<file path="src/rtl/bp_fe_ras_multi_if.sv">
// Return address stack request/response bundle.
// Master drives push/pop/restore, slave returns top and checkpoint.
interface bp_fe_ras_multi_if #(
  parameter int vaddr_width_p = 39,
  parameter int ras_els_p     = 8
);
  localparam int ptr_width_lp =
    (ras_els_p == 1) ? 1 : $clog2(ras_els_p);
  localparam int cnt_width_lp =
    ((ras_els_p + 1) == 1) ? 1 : $clog2(ras_els_p + 1);

  logic                     push_v_i;
  logic [vaddr_width_p-1:0] push_addr_i;
  logic                     pop_v_i;
  logic                     restore_v_i;
  logic [ptr_width_lp-1:0]  restore_ptr_i;
  logic [cnt_width_lp-1:0]  restore_cnt_i;
  logic [vaddr_width_p-1:0] top_addr_o;
  logic                     top_v_o;
  logic [ptr_width_lp-1:0]  ckpt_ptr_o;
  logic [cnt_width_lp-1:0]  ckpt_cnt_o;

  modport master (
    output push_v_i, push_addr_i, pop_v_i,
    output restore_v_i, restore_ptr_i, restore_cnt_i,
    input  top_addr_o, top_v_o, ckpt_ptr_o, ckpt_cnt_o
  );

  modport slave (
    input  push_v_i, push_addr_i, pop_v_i,
    input  restore_v_i, restore_ptr_i, restore_cnt_i,
    output top_addr_o, top_v_o, ckpt_ptr_o, ckpt_cnt_o
  );
endinterface

</file>
<file path="src/rtl/bp_fe_ras_multi.sv">
// Multi-entry circular return address stack for PC gen.
// Push on call, pop on return, checkpoint restore on redirect.
module bp_fe_ras_multi #(
  parameter int vaddr_width_p = 39,
  parameter int ras_els_p     = 8
) (
  input logic              clk_i,
  input logic              reset_i,
  bp_fe_ras_multi_if.slave ras
);
  localparam int ptr_width_lp =
    (ras_els_p == 1) ? 1 : $clog2(ras_els_p);
  localparam int cnt_width_lp =
    ((ras_els_p + 1) == 1) ? 1 : $clog2(ras_els_p + 1);
  localparam logic [cnt_width_lp-1:0] full_lp =
    cnt_width_lp'(ras_els_p);

  if ((ras_els_p < 2) || ((ras_els_p & (ras_els_p - 1)) != 0))
  begin : g_bad_els
    $error("ras_els_p must be a power of two >= 2");
  end

  logic [vaddr_width_p-1:0] mem [ras_els_p];
  logic [ptr_width_lp-1:0]  tos_r, tos_n, tos_base, waddr;
  logic [cnt_width_lp-1:0]  cnt_r, cnt_n, cnt_base;
  logic                     we;

  // Pick base (restored or current), then apply push/pop on it
  always_comb begin
    tos_base = tos_r;
    cnt_base = cnt_r;
    if (ras.restore_v_i) begin
      tos_base = ras.restore_ptr_i;
      cnt_base = (ras.restore_cnt_i > full_lp)
               ? full_lp : ras.restore_cnt_i;
    end
    tos_n = tos_base;
    cnt_n = cnt_base;
    waddr = tos_base;
    we    = 1'b0;
    if (ras.push_v_i && ras.pop_v_i && (cnt_base != '0)) begin
      we = 1'b1;
    end else if (ras.push_v_i) begin
      tos_n = tos_base + ptr_width_lp'(1);
      waddr = tos_n;
      we    = 1'b1;
      cnt_n = (cnt_base == full_lp)
            ? full_lp : cnt_base + cnt_width_lp'(1);
    end else if (ras.pop_v_i && (cnt_base != '0)) begin
      tos_n = tos_base - ptr_width_lp'(1);
      cnt_n = cnt_base - cnt_width_lp'(1);
    end
  end

  // Pointer and occupancy, cleared asynchronously
  always_ff @(posedge clk_i or posedge reset_i) begin
    if (reset_i) begin
      tos_r <= '0;
      cnt_r <= '0;
    end else begin
      tos_r <= tos_n;
      cnt_r <= cnt_n;
    end
  end

  // Entry array is never cleared; stale entries aid restore
  always_ff @(posedge clk_i) begin
    if (we) mem[waddr] <= ras.push_addr_i;
  end

  // Checkpoint counts above capacity indicate a metadata bug
  always_ff @(posedge clk_i) begin
    if (!reset_i && ras.restore_v_i)
      assert (ras.restore_cnt_i <= full_lp)
        else $error("restore_cnt_i exceeds ras_els_p");
  end

  assign ras.top_addr_o = mem[tos_r];
  assign ras.top_v_o    = (cnt_r != '0);
  assign ras.ckpt_ptr_o = tos_r;
  assign ras.ckpt_cnt_o = cnt_r;
endmodule

</file>
<file path="src/flat_wrapper.sv">
// flat-port wrapper written by rule: the top's interface ports become plain ports
module bp_fe_ras_multi_flat 
#(
  parameter int vaddr_width_p = 39,
  parameter int ras_els_p     = 8
)
  (clk_i, reset_i, ras_push_v_i, ras_push_addr_i, ras_pop_v_i, ras_restore_v_i, ras_restore_ptr_i, ras_restore_cnt_i, ras_top_addr_o, ras_top_v_o, ras_ckpt_ptr_o, ras_ckpt_cnt_o);
  bp_fe_ras_multi_if #(.vaddr_width_p(vaddr_width_p), .ras_els_p(ras_els_p)) ras_i ();
  input logic clk_i;
  input logic reset_i;
  input wire logic [$bits(ras_i.push_v_i)-1:0] ras_push_v_i;
  input wire logic [$bits(ras_i.push_addr_i)-1:0] ras_push_addr_i;
  input wire logic [$bits(ras_i.pop_v_i)-1:0] ras_pop_v_i;
  input wire logic [$bits(ras_i.restore_v_i)-1:0] ras_restore_v_i;
  input wire logic [$bits(ras_i.restore_ptr_i)-1:0] ras_restore_ptr_i;
  input wire logic [$bits(ras_i.restore_cnt_i)-1:0] ras_restore_cnt_i;
  output wire logic [$bits(ras_i.top_addr_o)-1:0] ras_top_addr_o;
  output wire logic [$bits(ras_i.top_v_o)-1:0] ras_top_v_o;
  output wire logic [$bits(ras_i.ckpt_ptr_o)-1:0] ras_ckpt_ptr_o;
  output wire logic [$bits(ras_i.ckpt_cnt_o)-1:0] ras_ckpt_cnt_o;
  assign ras_i.push_v_i = ras_push_v_i;
  assign ras_i.push_addr_i = ras_push_addr_i;
  assign ras_i.pop_v_i = ras_pop_v_i;
  assign ras_i.restore_v_i = ras_restore_v_i;
  assign ras_i.restore_ptr_i = ras_restore_ptr_i;
  assign ras_i.restore_cnt_i = ras_restore_cnt_i;
  assign ras_top_addr_o = ras_i.top_addr_o;
  assign ras_top_v_o = ras_i.top_v_o;
  assign ras_ckpt_ptr_o = ras_i.ckpt_ptr_o;
  assign ras_ckpt_cnt_o = ras_i.ckpt_cnt_o;
  bp_fe_ras_multi #(.vaddr_width_p(vaddr_width_p), .ras_els_p(ras_els_p)) u_core (.clk_i(clk_i), .reset_i(reset_i), .ras(ras_i));
endmodule
</file>
<file path="config.mk">
export PLATFORM = sky130hd
export DESIGN_NAME = bp_fe_ras_multi_flat
export DESIGN_NICKNAME = d
export VERILOG_FILES = /design/src/rtl/bp_fe_ras_multi_if.sv /design/src/rtl/bp_fe_ras_multi.sv /design/src/flat_wrapper.sv
export SDC_FILE = /design/constraint.sdc
export NUM_CORES = 1
export LEC_CHECK = 0
export ABC_AREA = 0
export BUFFER_PORTS_ARGS = -buffer_cell sky130_fd_sc_hd__buf_2
export CAP_MARGIN = 20
export CORE_MARGIN = 10
export CORE_UTILIZATION = 62
export CTS_BUF_LIST = sky130_fd_sc_hd__clkbuf_2
export CTS_CLUSTER_SIZE = 14
export DETAILED_ROUTE_END_ITERATION = 8
export PLACE_DENSITY = 0.82
export SYNTH_ARGS = -nofsm -noshare
export SYNTH_HDL_FRONTEND = slang
export SYNTH_SLANG_ARGS = --single-unit
</file>
<file path="constraint.sdc">
create_clock -name clk_i -period 5.4 [get_ports clk_i]
set_input_delay 1.08 -clock clk_i [delete_from_list [all_inputs] [get_ports clk_i]]
set_output_delay 1.08 -clock clk_i [all_outputs]
set_load 0.005 [all_outputs]
</file>
* Yosys cells after proc, flatten, opt, wreduce, memory -nomap -nowiden
Memory sizes are Yosys's and may differ from the RTL's. Index checks and enable logic that the tools add are counted.
Word-level totals: input bits 51, bits in writable memories 312, output and inout bits 47, word-level logic and storage cells 30, memories 1, register bits after elaboration 7
Cells by class: multiplexer cells 16, reduce and logical (&&, ||, !) cells 5, order comparisons 1, $add $sub $neg 4, equality and inequality tests 1
Memory list:
- u_core.mem | depth 8, width 39, rd ports 1, clocked after Yosys merged registers in 0, wr ports 1, RTL line bp_fe_ras_multi.sv:23 | logic [vaddr_width_p-1:0] mem [ras_els_p];
Operator list (count):
- $mux 4 | 6
- $mux 3 | 6
- $reduce_bool 4->1 | 2
- $add 4x1->4 const B | 1
- $eq 4x4->1 const B | 1
- $gt 4x4->1 const B | 1
- $mux 1 | 4
- $sub 4x1->4 const B | 1
- $add 3x1->3 const B | 1
- $logic_and 1x1->1 | 3
- $sub 3x1->3 const B | 1

* Depth between registers and ports, before layout
depth after elaboration 8, depth in mapped cells 9, gate-level depth less buffers 7

* Least setup slack after synthesis
No wires, ideal clock.
path kind input -> register, start point in ras_restore_v_i, end point mem u_core.mem[1][0] (enable), required time 4952 ps, stages on the path 8, path buffers 3, setup time 448 ps, arrival 4660 ps, setup slack 292 ps, cells stage by stage buf_4 > clkbuf_1 > nand2_1 > o21a_1 > ha_1 > clkbuf_1 > or4_1 > a21oi_1
Between the ends: cells in the longest elaborated chain, start to end 6, elaborated cells on any way between the ends 10, those cells by class add/sub: 1; mux: 7; reduce/logical: 2
Ends and longest elaborated chain:
- start, declared | RTL line flat_wrapper.sv:14 | input wire logic [$bits(ras_i.restore_v_i)-1:0] ras_restore_v_i;
- branches (longest 6 deep; another with $add 3x1->3)
- end, declared | RTL line bp_fe_ras_multi.sv:23
Several ways; the timed one is not identified.

* Worst setup path in the final report
start point reg u_core.tos_r[0], in the netlist u_core.ras.ckpt_ptr_o[0], end point out ras_top_addr_o[35]
Between the ends: cells in the longest elaborated chain, start to end 1
Ends and longest elaborated chain:
- start, declared | RTL line bp_fe_ras_multi.sv:24 | logic [ptr_width_lp-1:0] tos_r, tos_n, tos_base, waddr;
- start signal, assigned | RTL line bp_fe_ras_multi.sv:61 | tos_r <= tos_n;
- $mem_v2 8x39
- end, declared | RTL line flat_wrapper.sv:17 | output wire logic [$bits(ras_i.top_addr_o)-1:0] ras_top_addr_o;
No other way between the ends.

==> key figures <==
Run status
  • Status: finished clean

Logic synthesis
  • Synthesized cell area: 12600 um2
  • Yosys reg bits: 319
  • Post-Synth Simple-Gate Area: 2.51%
  • Cell count after synthesis: 582
  • Top cells by count, synth: edfxtp_1, mux4_2, mux2_2
  • Mux cell area share after synthesis: 18.1%
  • Number of enable flip-flop cells after synthesis: 312
  • Synth area leaders: edfxtp_1, mux4_2, mux2_2
  • Register area share after synthesis: 75.6%
  • Ys flop type: edfxtp_1
  • Post-Synth XOR/XNOR Area: 0.278%
  • Post-synth ARST share: 2.19%
  • Syn nets: 636
  • Adder-Cell Fraction of Synth Area: 0.466%
  • Most frequent cell after synthesis: edfxtp_1
  • Avg Synthesized Cell Area: 21.7 um2
  • Post-synth top area share: 74.2%
  • Largest family of logic cells by synthesized area: multiplexers
  • Count of warnings emitted by yosys: 0
  • Number of library cell types mapped by synthesis: 46
  • Compound-cell area share of the yosys netlist: 1.75%
  • Yosys top cell by area: edfxtp_1

Pwr
  • Worst VDD drop: 0.269 mV
  • Leak Pwr: 4.82 nW
  • Design Power: 6.20 mW
  • Power Density: 436 nW/um2

Setup path
  • Worst R2R Setup Slack: 1.40 ns
  • R2r startpoint: u_core.ras.ckpt_ptr_o[0]
  • CP max FO: 39
  • Worst R2R End: u_core.mem[4][36]
  • CP endpoint kind: primary output
  • CP startpoint: u_core.ras.ckpt_ptr_o[0]
  • CP Data Required Time: 4.32 ns
  • CP Launch Type: register
  • Worst Path Arrival: 3.39 ns
  • R2R cell count: 7
  • Crit Path Class: register to primary output

Floorplanning
  • Die area: 26500 um2
  • Core Area: 20100 um2
  • Chip width: 163 um
  • Initial Utilization: 62.8%
  • Site row count: 52
  • Die height: 163 um
  • # IOs: 98

Placed design
  • Gpl congestion: 0.829
  • Post-DP HPWL: 15.7 mm
  • Port buffer count: 97
  • Inst Count DP: 931

CTS
  • Post-CTS Hold Buffers: 0
  • Clock Sinks: 319
  • CTS Buffer Depth: 3
  • Num CTS Buffers: 76
  • Worst-path clk slew: 0.11 ns
  • CTS tree: built
  • Clock H-tree levels: 3
  • Worst skew pair latency: 0.82 ns
  • Post-CTS Resized: 0
  • Setup Buffers After CTS: 0
  • Clock root buffer: clkbuf_2

Routing
  • DR DRC count: 0
  • Final Routed Wirelength: 25.4 mm
  • Routed len/inst: 24.0 um
  • Post-route ant nets: 0
  • Initial DRC Count: 504
  • DR vias: 6409
  • DR vias/cell: 6.04
  • 1st-pass router iterations: 5

Worst hold path
  • Hold Path Class: input port to async pin

Timing
  • Pins Over Slew Limit: 0
  • WHS: 0.190 ns
  • Clk_skew: 0.0680 ns
  • Setup violations, final: 0
  • Max Clk Rate: 0.224 GHz
  • Final period util: 82.8%
  • Final Hold Fails: 0
  • Setup_tns: 0 ns
  • Post-layout min period: 4.47 ns
  • Slew HR: 34.8%
  • Slew @ Worst Pin: 0.978 ns
  • RSZ-0062 raised after global routing: no

GRT
  • Largest net degree at the start of global routing: 45
  • Gr ovfl total: 0
  • GR Util All Layers: 19.3%
  • Vias in the first global route: 6909
  • Initial antenna violation count: 2
  • First-pass GRT wire length: 39.2 mm

Cells and area
  • Nets: 793
  • Layout cells sized above 1: 45.4%
  • P&R area growth vs syn: 12.6%
  • Final std cells w/o fill: 1061

Flow run
  • # Max-Cap Violations: 0
## worst max path at each step
| stage | depth (start not counted) | end | slack, ns |
|---|---|---|---|
| 5_1_grt | 4 | ras_top_addr_o[29] | 0.65 |
| 3_3_place_gp | 8 | u_core.mem[7][20] | 1.06 |
| 2_1_floorplan | 8 | u_core.mem[1][0] | 0.29 |
| 3_5_place_dp | 8 | u_core.mem[5][20] | 0.78 |
| 4_1_cts | 4 | ras_top_addr_o[35] | 0.79 |
| 6_report | 4 | ras_top_addr_o[35] | 0.93 |
## final cells by class
cell class                      instances  area (um2)
Multi-Input combinational cell        223        2980
Tap cell                              270         338
Antenna cell                            1        2.50
Clock buffer                          106         531
Clock inverter                         23         141
Fill cell                            1243        5890
Timing Repair Buffer                  113         643
Sequential cell                       319        9550
Inverter                                6        22.5
## logic make-up (layout without fill, tap and decap cells)
family | Yosys count | in the layout
compound gates | 32 | 32
xor+xnor | 4 | 4
fa+ha+maj | 5 | 5
buf+inv | 40 | 248
flops | 319 | 319
mux | 125 | 125
other cells | 0 | 1
simple gates | 57 | 57
## placed cells by master (no fill, tap or decap), drive strengths merged, types with 2 or more instances in the layout
master / n
edfxtp: 312
buf: 113
clkbuf: 106
mux4: 78
mux2: 42
clkinv: 18
nor2: 10
nand2: 9
inv: 9
a21oi: 9
nand3: 7
dfrtp: 7
nor3: 6
mux2i: 5
nand2b: 4
nand3b: 4
xnor2: 4
o21a: 4
o21ai: 3
nand4: 3
ha: 3
or4: 3
o221ai: 2
a32oi: 2
nor2b: 2
nor4: 2
o31ai: 2
a211oi: 2
a31oi: 2
bufinv: 2
maj3: 2
## routing by layer
layer,vias up,global-route usage (%),wire length [um]
met4,2,6.15,373
met2,285,32.5,13400
met1,3276,24.1,9960
li1,2803,-,-
met3,43,4.93,1670
met5,-,0,13
## worst max-delay path, cell delays in order, from the launching register on
cell and delay, ns:
dfrtp_4 0.97, buf_4 0.60, mux4_2 0.59, mux2_2 0.31
buf_2 0.14
## flip-flops by register name (all words and copies together) (netlist names)
signal	flops
u_core.mem	312
u_core.ras.ckpt_ptr_o	3
u_core.ras.ckpt_cnt_o	4
## report_power, final
part / leakage (nW) / internal (mW) / total (mW) / switching, mW
clock: 0.514 / 0.621 / 1.50 / 0.874
sequential: 2.91 / 2.96 / 3.13 / 0.173
combinational: 1.39 / 0.835 / 1.57 / 0.740
total: 4.82 / 4.41 / 6.20 / 1.79
## metrics by stage
stage          instance area (um2)  util (%)  worst slack [ns]
2_1_floorplan                12600         -             0.292
3_3_place_gp                 13500      67.3              1.06
3_5_place_dp                 13500      67.3             0.775
4_1_cts                      14200      70.7             0.785
5_1_grt                      14200      70.7             0.649
6_report                     14200      70.7             0.930
Power figures use the tool's default switching activity.
